[src/rtl/uart_pkg.sv]
// Shared definitions for the UART hex frame decoder.
//   - ASCII constants for the characters with special meaning (CR, LF, SPACE)
//   - Decoder state encoding
//   - err_code values reported on frame_err
package uart_pkg;

  localparam logic [7:0] CR    = 8'h0D;
  localparam logic [7:0] LF    = 8'h0A;
  localparam logic [7:0] SPACE = 8'h20;

  typedef enum logic [1:0] {
    S_WAIT   = 2'd0,
    S_ECHO   = 2'd1,
    S_DECODE = 2'd2
  } state_t;

  localparam logic [1:0] ERR_NONE = 2'b00;
  localparam logic [1:0] ERR_CHAR = 2'b01;
  localparam logic [1:0] ERR_ODD  = 2'b10;
  localparam logic [1:0] ERR_OVF  = 2'b11;

endpackage

[src/rtl/uart_hex_frame_decoder_if.sv]
// Bundles every non-clock/reset signal of the hex frame decoder.
//   UART side : rx_empty, r_data (FWFT head), rd_uart pop strobe,
//               tx_full, w_data, wr_uart push strobe
//   App side  : byte_out/byte_valid, frame_done/frame_len,
//               frame_err/err_code
// modport master is the decoder's view; modport slave is the view of the
// logic surrounding it (uart_unit FIFOs plus the application).
interface uart_hex_frame_decoder_if #(
  parameter int LEN_W = 5
);

  logic             rx_empty;
  logic [7:0]       r_data;
  logic             rd_uart;
  logic             tx_full;
  logic [7:0]       w_data;
  logic             wr_uart;
  logic [7:0]       byte_out;
  logic             byte_valid;
  logic             frame_done;
  logic [LEN_W-1:0] frame_len;
  logic             frame_err;
  logic [1:0]       err_code;

  modport master (
    input  rx_empty, r_data, tx_full,
    output rd_uart, w_data, wr_uart,
    output byte_out, byte_valid, frame_done, frame_len, frame_err, err_code
  );

  modport slave (
    output rx_empty, r_data, tx_full,
    input  rd_uart, w_data, wr_uart,
    input  byte_out, byte_valid, frame_done, frame_len, frame_err, err_code
  );

endinterface

[src/rtl/ascii_hex_classify.sv]
// Combinational classifier for one ASCII character.
//   ch       : character under test
//   is_hex   : 0-9, A-F or a-f
//   nibble   : value of the hex digit (0 when not a hex digit)
//   is_term  : CR or LF
//   is_space : 0x20
import uart_pkg::*;

module ascii_hex_classify (
  input  logic [7:0] ch,
  output logic       is_hex,
  output logic [3:0] nibble,
  output logic       is_term,
  output logic       is_space
);

  // Letters A-F and a-f both carry 1..6 in their low nibble, so adding 9
  // gives 10..15 without caring about case.
  always_comb begin
    is_hex = 1'b0;
    nibble = 4'd0;
    if (ch >= 8'h30 && ch <= 8'h39) begin
      is_hex = 1'b1;
      nibble = ch[3:0];
    end else if ((ch >= 8'h41 && ch <= 8'h46) || (ch >= 8'h61 && ch <= 8'h66)) begin
      is_hex = 1'b1;
      nibble = ch[3:0] + 4'd9;
    end
  end

  assign is_term  = (ch == CR) || (ch == LF);
  assign is_space = (ch == SPACE);

endmodule

[src/rtl/uart_hex_frame_decoder.sv]
// ASCII hex frame decoder sitting behind uart_unit's receive FIFO.
// Pops one character at a time, optionally echoes it to the TX FIFO,
// turns pairs of hex digits into bytes and reports per-line results.
//   clk, reset_n : clock, asynchronous active-low reset
//   bus (master) : see uart_hex_frame_decoder_if
// Parameters:
//   ECHO_EN : 1 = echo each popped character, 0 = no TX activity
//   MAX_LEN : maximum decoded bytes per frame
//   LEN_W   : width of frame_len and the length counter (2^LEN_W > MAX_LEN)
import uart_pkg::*;

module uart_hex_frame_decoder #(
  parameter int ECHO_EN = 1,
  parameter int MAX_LEN = 16,
  parameter int LEN_W   = 5
) (
  input  logic                     clk,
  input  logic                     reset_n,
  uart_hex_frame_decoder_if.master bus
);

  state_t           state_q, state_d;
  logic [7:0]       ch_q, ch_d;
  logic             rd_q, rd_d;
  logic [7:0]       wdata_q, wdata_d;
  logic             wr_q, wr_d;
  logic [7:0]       byte_q, byte_d;
  logic             bv_q, bv_d;
  logic             fd_q, fd_d;
  logic             fe_q, fe_d;
  logic [LEN_W-1:0] flen_q, flen_d;
  logic [1:0]       ecode_q, ecode_d;
  logic [3:0]       hi_q, hi_d;
  logic             phase_q, phase_d;
  logic [LEN_W-1:0] len_q, len_d;
  logic             err_line_q, err_line_d;

  logic             is_hex;
  logic [3:0]       nibble;
  logic             is_term;
  logic             is_space;

  ascii_hex_classify u_classify (
    .ch       (ch_q),
    .is_hex   (is_hex),
    .nibble   (nibble),
    .is_term  (is_term),
    .is_space (is_space)
  );

  always_ff @(posedge clk or negedge reset_n) begin
    if (!reset_n) begin
      state_q    <= S_WAIT;
      ch_q       <= 8'h00;
      rd_q       <= 1'b0;
      wdata_q    <= 8'h00;
      wr_q       <= 1'b0;
      byte_q     <= 8'h00;
      bv_q       <= 1'b0;
      fd_q       <= 1'b0;
      fe_q       <= 1'b0;
      flen_q     <= '0;
      ecode_q    <= ERR_NONE;
      hi_q       <= 4'd0;
      phase_q    <= 1'b0;
      len_q      <= '0;
      err_line_q <= 1'b0;
    end else begin
      state_q    <= state_d;
      ch_q       <= ch_d;
      rd_q       <= rd_d;
      wdata_q    <= wdata_d;
      wr_q       <= wr_d;
      byte_q     <= byte_d;
      bv_q       <= bv_d;
      fd_q       <= fd_d;
      fe_q       <= fe_d;
      flen_q     <= flen_d;
      ecode_q    <= ecode_d;
      hi_q       <= hi_d;
      phase_q    <= phase_d;
      len_q      <= len_d;
      err_line_q <= err_line_d;
    end
  end

  // The character is captured from the FWFT head in S_WAIT; the registered
  // pop strobe then releases it one cycle later, so the FIFO head has
  // advanced by the time S_WAIT looks at rx_empty again.
  // Once err_line is set, nothing but a terminator can change line state,
  // which is what makes the first error of a line the one reported.
  always_comb begin
    state_d    = state_q;
    ch_d       = ch_q;
    rd_d       = 1'b0;
    wdata_d    = wdata_q;
    wr_d       = 1'b0;
    byte_d     = byte_q;
    bv_d       = 1'b0;
    fd_d       = 1'b0;
    fe_d       = 1'b0;
    flen_d     = flen_q;
    ecode_d    = ecode_q;
    hi_d       = hi_q;
    phase_d    = phase_q;
    len_d      = len_q;
    err_line_d = err_line_q;

    case (state_q)
      S_WAIT: begin
        if (!bus.rx_empty) begin
          ch_d    = bus.r_data;
          rd_d    = 1'b1;
          state_d = (ECHO_EN != 0) ? S_ECHO : S_DECODE;
        end
      end

      S_ECHO: begin
        if (!bus.tx_full) begin
          wr_d    = 1'b1;
          wdata_d = ch_q;
          state_d = S_DECODE;
        end
      end

      S_DECODE: begin
        state_d = S_WAIT;
        if (is_term) begin
          if (err_line_q) begin
            fe_d = 1'b1;
          end else if (phase_q) begin
            fe_d    = 1'b1;
            ecode_d = ERR_ODD;
          end else if (len_q != '0) begin
            fd_d   = 1'b1;
            flen_d = len_q;
          end
          len_d      = '0;
          phase_d    = 1'b0;
          err_line_d = 1'b0;
        end else if (!err_line_q) begin
          if (is_hex) begin
            if (!phase_q) begin
              hi_d    = nibble;
              phase_d = 1'b1;
            end else if (len_q == LEN_W'(MAX_LEN)) begin
              err_line_d = 1'b1;
              ecode_d    = ERR_OVF;
            end else begin
              byte_d  = {hi_q, nibble};
              bv_d    = 1'b1;
              len_d   = len_q + LEN_W'(1);
              phase_d = 1'b0;
            end
          end else if (!is_space) begin
            err_line_d = 1'b1;
            ecode_d    = ERR_CHAR;
          end
        end
      end

      default: state_d = S_WAIT;
    endcase
  end

  assign bus.rd_uart    = rd_q;
  assign bus.w_data     = wdata_q;
  assign bus.wr_uart    = wr_q;
  assign bus.byte_out   = byte_q;
  assign bus.byte_valid = bv_q;
  assign bus.frame_done = fd_q;
  assign bus.frame_len  = flen_q;
  assign bus.frame_err  = fe_q;
  assign bus.err_code   = ecode_q;

endmodule

[src/flat_wrapper.sv]
// flat-port wrapper written by rule: the top's interface ports become plain ports
module uart_hex_frame_decoder_flat 
#(
  parameter int ECHO_EN = 1,
  parameter int MAX_LEN = 16,
  parameter int LEN_W   = 5
)
  (clk, reset_n, bus_rx_empty, bus_r_data, bus_tx_full, bus_rd_uart, bus_w_data, bus_wr_uart, bus_byte_out, bus_byte_valid, bus_frame_done, bus_frame_len, bus_frame_err, bus_err_code);
  uart_hex_frame_decoder_if #(.LEN_W(LEN_W)) bus_i ();
  input  logic clk;
  input  logic reset_n;
  input wire logic [$bits(bus_i.rx_empty)-1:0] bus_rx_empty;
  input wire logic [$bits(bus_i.r_data)-1:0] bus_r_data;
  input wire logic [$bits(bus_i.tx_full)-1:0] bus_tx_full;
  output wire logic [$bits(bus_i.rd_uart)-1:0] bus_rd_uart;
  output wire logic [$bits(bus_i.w_data)-1:0] bus_w_data;
  output wire logic [$bits(bus_i.wr_uart)-1:0] bus_wr_uart;
  output wire logic [$bits(bus_i.byte_out)-1:0] bus_byte_out;
  output wire logic [$bits(bus_i.byte_valid)-1:0] bus_byte_valid;
  output wire logic [$bits(bus_i.frame_done)-1:0] bus_frame_done;
  output wire logic [$bits(bus_i.frame_len)-1:0] bus_frame_len;
  output wire logic [$bits(bus_i.frame_err)-1:0] bus_frame_err;
  output wire logic [$bits(bus_i.err_code)-1:0] bus_err_code;
  assign bus_i.rx_empty = bus_rx_empty;
  assign bus_i.r_data = bus_r_data;
  assign bus_i.tx_full = bus_tx_full;
  assign bus_rd_uart = bus_i.rd_uart;
  assign bus_w_data = bus_i.w_data;
  assign bus_wr_uart = bus_i.wr_uart;
  assign bus_byte_out = bus_i.byte_out;
  assign bus_byte_valid = bus_i.byte_valid;
  assign bus_frame_done = bus_i.frame_done;
  assign bus_frame_len = bus_i.frame_len;
  assign bus_frame_err = bus_i.frame_err;
  assign bus_err_code = bus_i.err_code;
  uart_hex_frame_decoder #(.ECHO_EN(ECHO_EN), .MAX_LEN(MAX_LEN), .LEN_W(LEN_W)) u_core (.clk(clk), .reset_n(reset_n), .bus(bus_i));
endmodule
[config.mk]
export PLATFORM = sky130hd
export DESIGN_NAME = uart_hex_frame_decoder_flat
export DESIGN_NICKNAME = d
export VERILOG_FILES = /design/src/rtl/uart_pkg.sv /design/src/rtl/uart_hex_frame_decoder_if.sv /design/src/rtl/ascii_hex_classify.sv /design/src/rtl/uart_hex_frame_decoder.sv /design/src/flat_wrapper.sv
export SDC_FILE = /design/constraint.sdc
export NUM_CORES = 1
export LEC_CHECK = 0
export ABC_AREA = 1
export CORE_MARGIN = 8
export CORE_UTILIZATION = 35
export CTS_CLUSTER_DIAMETER = 200
export DETAILED_ROUTE_END_ITERATION = 8
export SLEW_MARGIN = 15
export SYNTH_ARGS = -nofsm -noshare
export SYNTH_HDL_FRONTEND = slang
export SYNTH_SLANG_ARGS = --single-unit
[constraint.sdc]
create_clock -name clk -period 1.6 [get_ports clk]
set_input_delay 0.32 -clock clk [delete_from_list [all_inputs] [get_ports clk]]
set_output_delay 0.32 -clock clk [all_outputs]
set_load 0.1 [all_outputs]
---- Word level (Yosys, flattened, before mapping) ----
Cells that the tools add are included.
W data, S select, Z words.
cells by class
  reduce and logical (&&, ||, !) cells .... 18
  bitwise operators ....................... 6
  multiplexer cells ....................... 49
  order comparisons ....................... 6
  add/subtract/negate cells ............... 2
  equal/unequal tests ..................... 14
operators by type and width
  cell                   count
  $mux W1                31
  $mux W5                5
  $mux W2                10
  $eq A8 B4 Y1 const B   2
  $ge A8 B7 Y1 const B   2
  $le A8 B7 Y1 const B   2
  $reduce_and A5 Y1      3
  $reduce_and A6 Y1      2
  $eq A8 B6 Y1 const B   1
  $ge A8 B6 Y1 const B   1
  $le A8 B6 Y1 const B   1
  $mux W4                2
  $ne A2 B1 Y1 const B   3
  $ne A2 B2 Y1 const B   3
  $not A1 Y1             6
  $reduce_and A2 Y1      3
  $add A5 B1 Y5 const B  1
  $eq A5 B5 Y1 const B   1
  $reduce_bool A5 Y1     1
  $add A4 B4 Y4 const B  1
  $pmux W2 S2            1
  $reduce_bool A2 Y1     2
  $logic_and A1 B1 Y1    3
  $ne A3 B1 Y1 const B   1
  6 further kinds        7
storage, ports and cells
  logic and storage cells ................. 110
  output and inout port bits .............. 28
  bits in registers ....................... 49

---- Depth between registers and ports, before layout ----
  depth after elaboration ................. 9
  mapped depth ............................ 11
  mapped depth without buffers ............ 11

---- Cells and area by module ----
A second synthesis with hierarchy kept.
unflattened totals
  cell total of the unflattened synthesis .. 279
  area total of the unflattened synthesis .. 2,399.8 um^2
by module, submodules not included
  module                  sequential area each (um^2)  times used  area each (um^2)  cells an instance
  uart_hex_frame_decoder  1,226.2                      1           2,112.0           231
  ascii_hex_classify      0.0                          1           287.8             48

---- Worst setup path before layout ----
OpenSTA, ideal clock, no wires.
  path type ............................... register to register
  start point ............................. register u_core.ch_q[1]
  end point ............................... register u_core.byte_q[3], in the netlist u_core.bus.byte_out[3]
  stages on the path, launching flop included .. 10
  path buffers ............................ 1
  data arrival time ....................... 1.425 ns
  setup slack ............................. 0.099 ns
  library setup time ...................... 0.076 ns
  clock period less this slack ............ 1.501 ns
  path through ............................ dfrtp_1 > inv_1 > ha_1 > nand3b_2 > nand3_4 > nand2_4 > nand2_2 > buf_6 > nand2_1 > o21ai_1
between the ends
  cells in the longest elaborated chain, start to end .. 6
  elaborated cells on any way between the ends .. 20
  those cells by class .................... add/sub: 1; order compare: 6; eq/ne: 2; mux: 4; bitwise: 1; reduce/logical: 6
ends and longest elaborated chain
  element                                              line                          text
  from (decl)                                          uart_hex_frame_decoder.sv:23  logic [7:0] ch_q, ch_d;
  from (signal assigned)                               uart_hex_frame_decoder.sv:70  ch_q <= ch_d;
  $ge A8 B7 Y1 / $le A8 B7 Y1 (equally long branches)  ascii_hex_classify.sv:25      end else if ((ch >= 8'h41 && ch <= 8'h46) || (ch >= 8'h61 && ch <= 8'h66)) begin
  $logic_and A1 B1 Y1                                  ascii_hex_classify.sv:25
  $logic_or A1 B1 Y1                                   ascii_hex_classify.sv:25
  $mux W1                                              ascii_hex_classify.sv:25
  $mux W1                                              ascii_hex_classify.sv:22      if (ch >= 8'h30 && ch <= 8'h39) begin
  $reduce_and A6 Y1 (no line)                          -
  to (signal assigned)                                 uart_hex_frame_decoder.sv:74  byte_q <= byte_d;
  to (decl)                                            uart_hex_frame_decoder.sv:27  logic [7:0] byte_q, byte_d;
Several ways; a longest one is shown, not always the timed one.
A chain may end at the register's enable or synchronous reset.

---- Worst setup path in the final report ----
  start point ............................. register u_core.ch_q[0]
  end point ............................... register u_core.byte_q[3], in the netlist u_core.bus.byte_out[3]
The elaborated chain is that of the path after synthesis.

==> impl_metrics.py <==
metrics = {
    "cells_and_area": {
        "drive_gt1_share_pct": 31.3,
        "design_area_um2": 3420,
        "area_growth_pct": 46.6,
        "n_antenna_cell": 0,
        "final_net_count": 337,
    },
    "global_routing": {
        "grt_pass1_vias": 1833,
        "grt_usage_pct": 10.7,
        "antenna_found_initial": 0,
        "overflow": 0,
        "grt_max_degree": 50,
        "grt_pass1_wl_mm": 8.66,
    },
    "sta": {
        "finalCritPeriodShare_pct": 97.5,
        "tightest_slew_ps": 413,
        "tns_ps": 0,
        "maxSlewHeadroom_pct": 72.4,
        "clock_skew_ps": 4.09,
        "maxSlewViolCount": 0,
        "postLayoutSetupSlackWorst_ps": 40.3,
        "rsz0062_at_grt": "true",
        "hold_viol_final": 0,
        "setup_violations": 0,
        "fin_crit_ps": 1560,
        "fmax_mhz": 641,
    },
    "synth": {
        "synth_top_area_share_pct": 52.6,
        "yosys_warnings": 0,
        "syn_area_per_cell_um2": 8.89,
        "synth_cells": 262,
        "yosys.area.top_type": "dfrtp_1",
        "synth_area_leaders": "dfrtp_1 53%, nand2_1 14%, o21ai_0 5.2%",
        "synth_area_um2": 2330,
        "ys_ff_latch": 49,
        "synth_nets": 280,
        "synth.distinct_cells": 29,
        "seq_area_frac_synth_pct": 52.6,
    },
    "die": {
        "core_um2": 6390,
        "rows": 29,
        "dieArea_um2": 9520,
        "die_height_um": 97.6,
        "dieWidth_um": 97.6,
        "ios": 40,
        "start_util_pct": 36.5,
    },
    "drt": {
        "viasPerCell": 4.65,
        "wl_per_cell_um": 12.7,
        "dr.pass1.iters": 4,
        "num_vias": 1845,
        "drc": 0,
        "ant_nets": 0,
        "drt_iter0_drc": 44,
        "routed_wl_mm": 5.04,
    },
    "placement": {
        "dp_worst_setup_slack_ps": 7.08,
        "numPortBuffers": 39,
        "dpl_cell_area_um2": 3160,
        "dp.final_hpwl_mm": 3.76,
        "place_congestion": 0.834,
    },
    "hold_path": {
        "min-delay-start": "u_core.hi_q[2]$_DFFE_PN0P_",
        "min_path_type": "register to register",
    },
    "power_and_ir_drop": {
        "p_per_area_nw_per_um2": 1500,
        "leakage_nw": 1.67,
        "peakVddDrop_mv": 1.21,
    },
    "critical_path": {
        "reg2reg_from": "u_core.ch_q[0]$_DFFE_PN0P_",
        "cp-startpoint": "u_core.ch_q[0]$_DFFE_PN0P_",
        "crit_type": "register to register",
        "required_ps": 1790,
        "end_kind": "register",
        "arrival_ps": 1750,
        "start_kind": "register",
        "worstPathMaxFanout": 11,
    },
    "outcome": {
        "outcome": "complete, no violations",
    },
    "clock_tree": {
        "clkLatencyLatePin_ps": 300,
        "htree_levels": 2,
        "cts_tree": "built",
        "clockBufferDepth": 2,
        "clock-sinks": 49,
        "clock-root-buffer": "clkbuf_8",
        "path_clk_slew_ps": 80,
        "cts-buffers-inserted": 5,
    },
    "job": {
        "maxCapViolCount": 0,
    },
}
-- timing repair --
action / CTS / global route
hold buffers: 1 / 0
endpoints found under the setup margin: 0 / 24
hold endpoints to repair: 10 / 0
gates resized for setup: 0 / 36
setup buffers: 0 / 4
-- per-layer routing --
metal  wire, um  global-route usage, %  vias up
li1           -                      -      945
met1       2310                   13.4      863
met2       2480                   16.9       31
met3        182                   2.99        6
met4         76                   4.43        0
met5          0                      0        -
-- area by class of cell --
class / count / area [um^2]
clock buffers: 8 / 80.1
inverters: 29 / 116
well taps: 77 / 96.3
multi-input cells: 181 / 1100
fillers: 586 / 2970
repair buffers: 53 / 798
flip-flops and latches: 49 / 1230
-- cell usage after synthesis --
master / instances
inv_1: 23
nor3_2: 2
nor2_4: 1
dfrtp_1: 49
buf_6: 1
nand3_1: 15
nand3_2: 1
nand4_1: 1
o21ai_0: 24
nand3b_1: 1
buf_2: 2
nand2_1: 84
nand3_4: 1
nand3b_2: 1
nand4_4: 1
a31o_2: 1
nor3_1: 2
nand2_4: 6
o21ai_1: 6
nor2_8: 1
xnor2_1: 1
clkinv_2: 1
ha_1: 6
a21oi_1: 1
nand2_2: 6
inv_2: 5
xor2_1: 2
nor2_1: 12
nor2_2: 5
-- worst max-delay path: stages (launching register included) --
cell,delay (ps)
dfrtp_1,440
inv_2,140
ha_4,170
nand2_2,70
nand3_2,90
nand2_4,80
nand2_4,100
nand2_2,100
buf_12,150
nand2_1,60
o21ai_2,50
-- cell families after synthesis --
logic type	Yosys count	share of synthesized area (%)
AOI/OAI and AO/OA	32	7.04
xor gates and xnor gates	3	1.13
adders and majority gates	6	3.22
buffers and inverters	32	5.64
DFF	49	52.6
and+or+nand+nor	140	30.3
-- cells in the final DEF (no fill, tap or decap), types with 2 or more instances in the layout --
cell type	instances
nor2_4	5
o21ai_0	23
dfrtp_1	49
nor3_1	2
nor2_2	4
nand2_1	74
xor2_1	2
inv_1	20
inv_4	3
nor2_1	9
buf_12	30
clkbuf_1	3
clkbuf_8	5
inv_2	6
ha_4	3
nand2_2	14
nand2_4	7
ha_1	3
nand3_2	2
clkdlybuf4s50_1	10
buf_4	11
o21ai_1	6
nand3_1	14
nor3_2	2
-- worst paths after layout --
path | endpoint | slack [ps] | depth (start not counted)
setup / recovery | u_core.bus.byte_out[3]$_DFFE_PN0P_ | 40 | 10
hold / removal | u_core.bus.byte_out[6]$_DFFE_PN0P_ | 480 | 2
setup reg to reg | u_core.bus.byte_out[3]$_DFFE_PN0P_ | 40 | 10
hold reg to reg | u_core.bus.byte_out[6]$_DFFE_PN0P_ | 480 | 2
max in group asynchronous | u_core.bus.w_data[3]$_DFFE_PN0P_ | 840 | 3
min in group asynchronous | u_core.ch_q[7]$_DFFE_PN0P_ | 520 | 3
-- metrics by stage --
stage / util [%] / instances / hold WS [ps] / total power (W)
2_1_floorplan: - / 262 / 24.4 / 0.00331
4_1_cts: 50.9 / 393 / 482 / 0.00497
3_3_place_gp: 49.5 / 384 / 323 / 0.00424
5_1_grt: 53.5 / 397 / 520 / 0.00540
3_5_place_dp: 49.5 / 384 / 325 / 0.00426
6_report: 53.5 / 397 / 480 / 0.00513
-- state kept, by name (all words and copies together) (netlist names) --
name                   count
u_core.bus.byte_out        8
u_core.bus.byte_valid      1
u_core.bus.err_code        2
u_core.bus.frame_done      1
u_core.bus.frame_err       1
u_core.bus.frame_len       5
u_core.bus.rd_uart         1
u_core.bus.w_data          8
u_core.bus.wr_uart         1
u_core.ch_q                8
u_core.err_line_q          1
u_core.hi_q                4
u_core.len_q               5
u_core.phase_q             1
u_core.state_q             2
-- where the power goes --
group | leakage [nW] | internal, W | switching [W]
sequential | 0.650 | 0.00148 | 0.000267
clock | 0.0395 | 0.000311 | 0.000373
combinational | 0.981 | 0.000935 | 0.00176
total | 1.67 | 0.00273 | 0.00240
Note: power is estimated with default switching activity, not from simulation.
==> edit: new RTL, same settings <==
`LEN_W` is set to 5 in 3 places; all go to 6.
--- a/src/rtl/uart_hex_frame_decoder_if.sv
+++ b/src/rtl/uart_hex_frame_decoder_if.sv
@@ -6,7 +6,7 @@
 // modport master is the decoder's view; modport slave is the view of the
 // logic surrounding it (uart_unit FIFOs plus the application).
 interface uart_hex_frame_decoder_if #(
-  parameter int LEN_W = 5
+  parameter int LEN_W = 6
 );
 
   logic             rx_empty;
--- a/src/rtl/uart_hex_frame_decoder.sv
+++ b/src/rtl/uart_hex_frame_decoder.sv
@@ -12,7 +12,7 @@
 module uart_hex_frame_decoder #(
   parameter int ECHO_EN = 1,
   parameter int MAX_LEN = 16,
-  parameter int LEN_W   = 5
+  parameter int LEN_W   = 6
 ) (
   input  logic                     clk,
   input  logic                     reset_n,
--- a/src/flat_wrapper.sv
+++ b/src/flat_wrapper.sv
@@ -3,7 +3,7 @@
 #(
   parameter int ECHO_EN = 1,
   parameter int MAX_LEN = 16,
-  parameter int LEN_W   = 5
+  parameter int LEN_W   = 6
 )
   (clk, reset_n, bus_rx_empty, bus_r_data, bus_tx_full, bus_rd_uart, bus_w_data, bus_wr_uart, bus_byte_out, bus_byte_valid, bus_frame_done, bus_frame_len, bus_frame_err, bus_err_code);
   uart_hex_frame_decoder_if #(.LEN_W(LEN_W)) bus_i ();
Interface: changed (resized bus_frame_len); port bits go from 40 to 41. The function was not compared with the original's and may differ.
==> edit against the unedited design <==
- the run now ends with hold timing left
- count of clock-buffer cells in the layout shrank 2
- synthesized area grew 2.6%
- setup slack gained 0.0098 ns
- final area grew 3.1%
- clock power grew 52%
- sequential cell count grew 2
- critical endpoint is now u_core.bus.byte_out[4]
- fmax grew 0.63%
- wire length grew 1.6%
- global-route usage grew 0.64 points
- power grew 5.7%
- hold slack lost 0.48 ns
==> edit: results (changes against the unedited design) <==
[sta]
fin_skew_ns = 0.005377  ; +0.001289 ns
finalHoldViolCount = 3  ; +3
whs_ns = -0.002601  ; -0.4827 ns
period_needed_ns = 1.550  ; -0.009765 ns

[drt]
wl_met1_um = 2394  ; +3.9%
drt_first_iter_violations = 50  ; +14%
dr_wl_met2_um = 2302  ; -7.0%
dr_wl_met3_um = 357  ; +96%
wl_um = 5121  ; +1.6%
vias = 1893  ; +2.6%

[grt]
grt_pass1_wl_um = 9059  ; +4.6%
grt_max_degree = 52  ; +4.0%
track_usage = 0.1137  ; +0.006373
grt_pass1_vias = 1981  ; +8.1%

[placement]
port_buffers = 40  ; +2.6%
dp.cells = 401  ; +4.4%
dpl_cell_area_sq_mm = 0.003282  ; +3.8%
place_ws_ns = 0.009137  ; +0.002056 ns

[layout]
drive_gt1_frac = 0.3185  ; +0.005952
stdcell_count = 416  ; +4.8%
n_fill_cell = 587  ; +0.17%

[logic_synthesis]
synthesis.nets = 288  ; +2.9%
synthTopCellsByCount = 84 x nand2_1, 51 x dfrtp_1, 23 x inv_1, 23 x o21ai_0, 15 x nand3_1
ys_seq_area_frac = 0.5340  ; +0.007716
synth.distinct_cells = 30  ; +3.4%
synthTopCellsByArea = dfrtp_1 53%, nand2_1 13%, o21ai_0 4.8%
syn_avg_cell_area_sq_um = 8.851  ; -0.46%

[power_and_ir_drop]
p_leak_nw = 1.701  ; +1.9%
intPower_mw = 3.083  ; +13%

[outcome]
status = complete, but fails checks
failed_checks = hold timing

[setup_path]
r2r_end = u_core.bus.byte_out[4]
reg2regPathDepth = 9  ; -1

## edit: cells by family after synthesis
family,count (synthesis),share of synthesized area
and+or+nand+nor,138,0.2670
xor gates and xnor gates,2,0.007331
AOI/OAI and AO/OA,38,0.09843
DFF,51,0.5340
adders and majority gates,6,0.03141
buffers and inverters,35,0.06178
## edit: layer usage
metal	vias to the layer above	track usage
met5	-	0
met4	0	0.04014
met3	7	0.04722
met2	39	0.1790
met1	864	0.1363
li1	983	-
## edit: power by group through the flow
| stage | Sequential [mW] | Clock, mW | Combinational, mW |
|---|---|---|---|
| final | 1.79 | 1.04 | 2.58 |
| after global routing | 1.83 | 1.12 | 2.76 |
| after CTS | 1.79 | 1.07 | 2.51 |
| after detailed placement | 1.81 | 0 | 2.48 |
| after global placement | 1.81 | 0 | 2.45 |
| after floorplan | 2.67 | 0 | 0.597 |
## edit: layout make-up
| type | instances | share of cell area |
|---|---|---|
| Sequential cell | 51 | 0.3625 |
| Multi-Input combinational cell | 184 | 0.2896 |
| Timing Repair Buffer | 62 | 0.2488 |
| Inverter | 31 | 0.03305 |
| Tap cell | 80 | 0.02843 |
| Clock buffer | 6 | 0.02061 |
| Clock inverter | 2 | 0.01706 |
## edit: worst max-delay path, stage by stage (launching register included)
cell	delay (ns)
dfrtp_1	0.43
buf_4	0.15
buf_4	0.13
nand3_1	0.13
nand3_4	0.13
nand2_4	0.10
nand2_2	0.08
buf_12	0.15
nand2_1	0.08
o21ai_2	0.05
## edit: timing repair
action | 4_1_cts | 5_1_grt
setup endpoints to repair | 2 | 27
pin swaps | 0 | 2
setup buffers | 1 | 6
resized for setup | 2 | 14
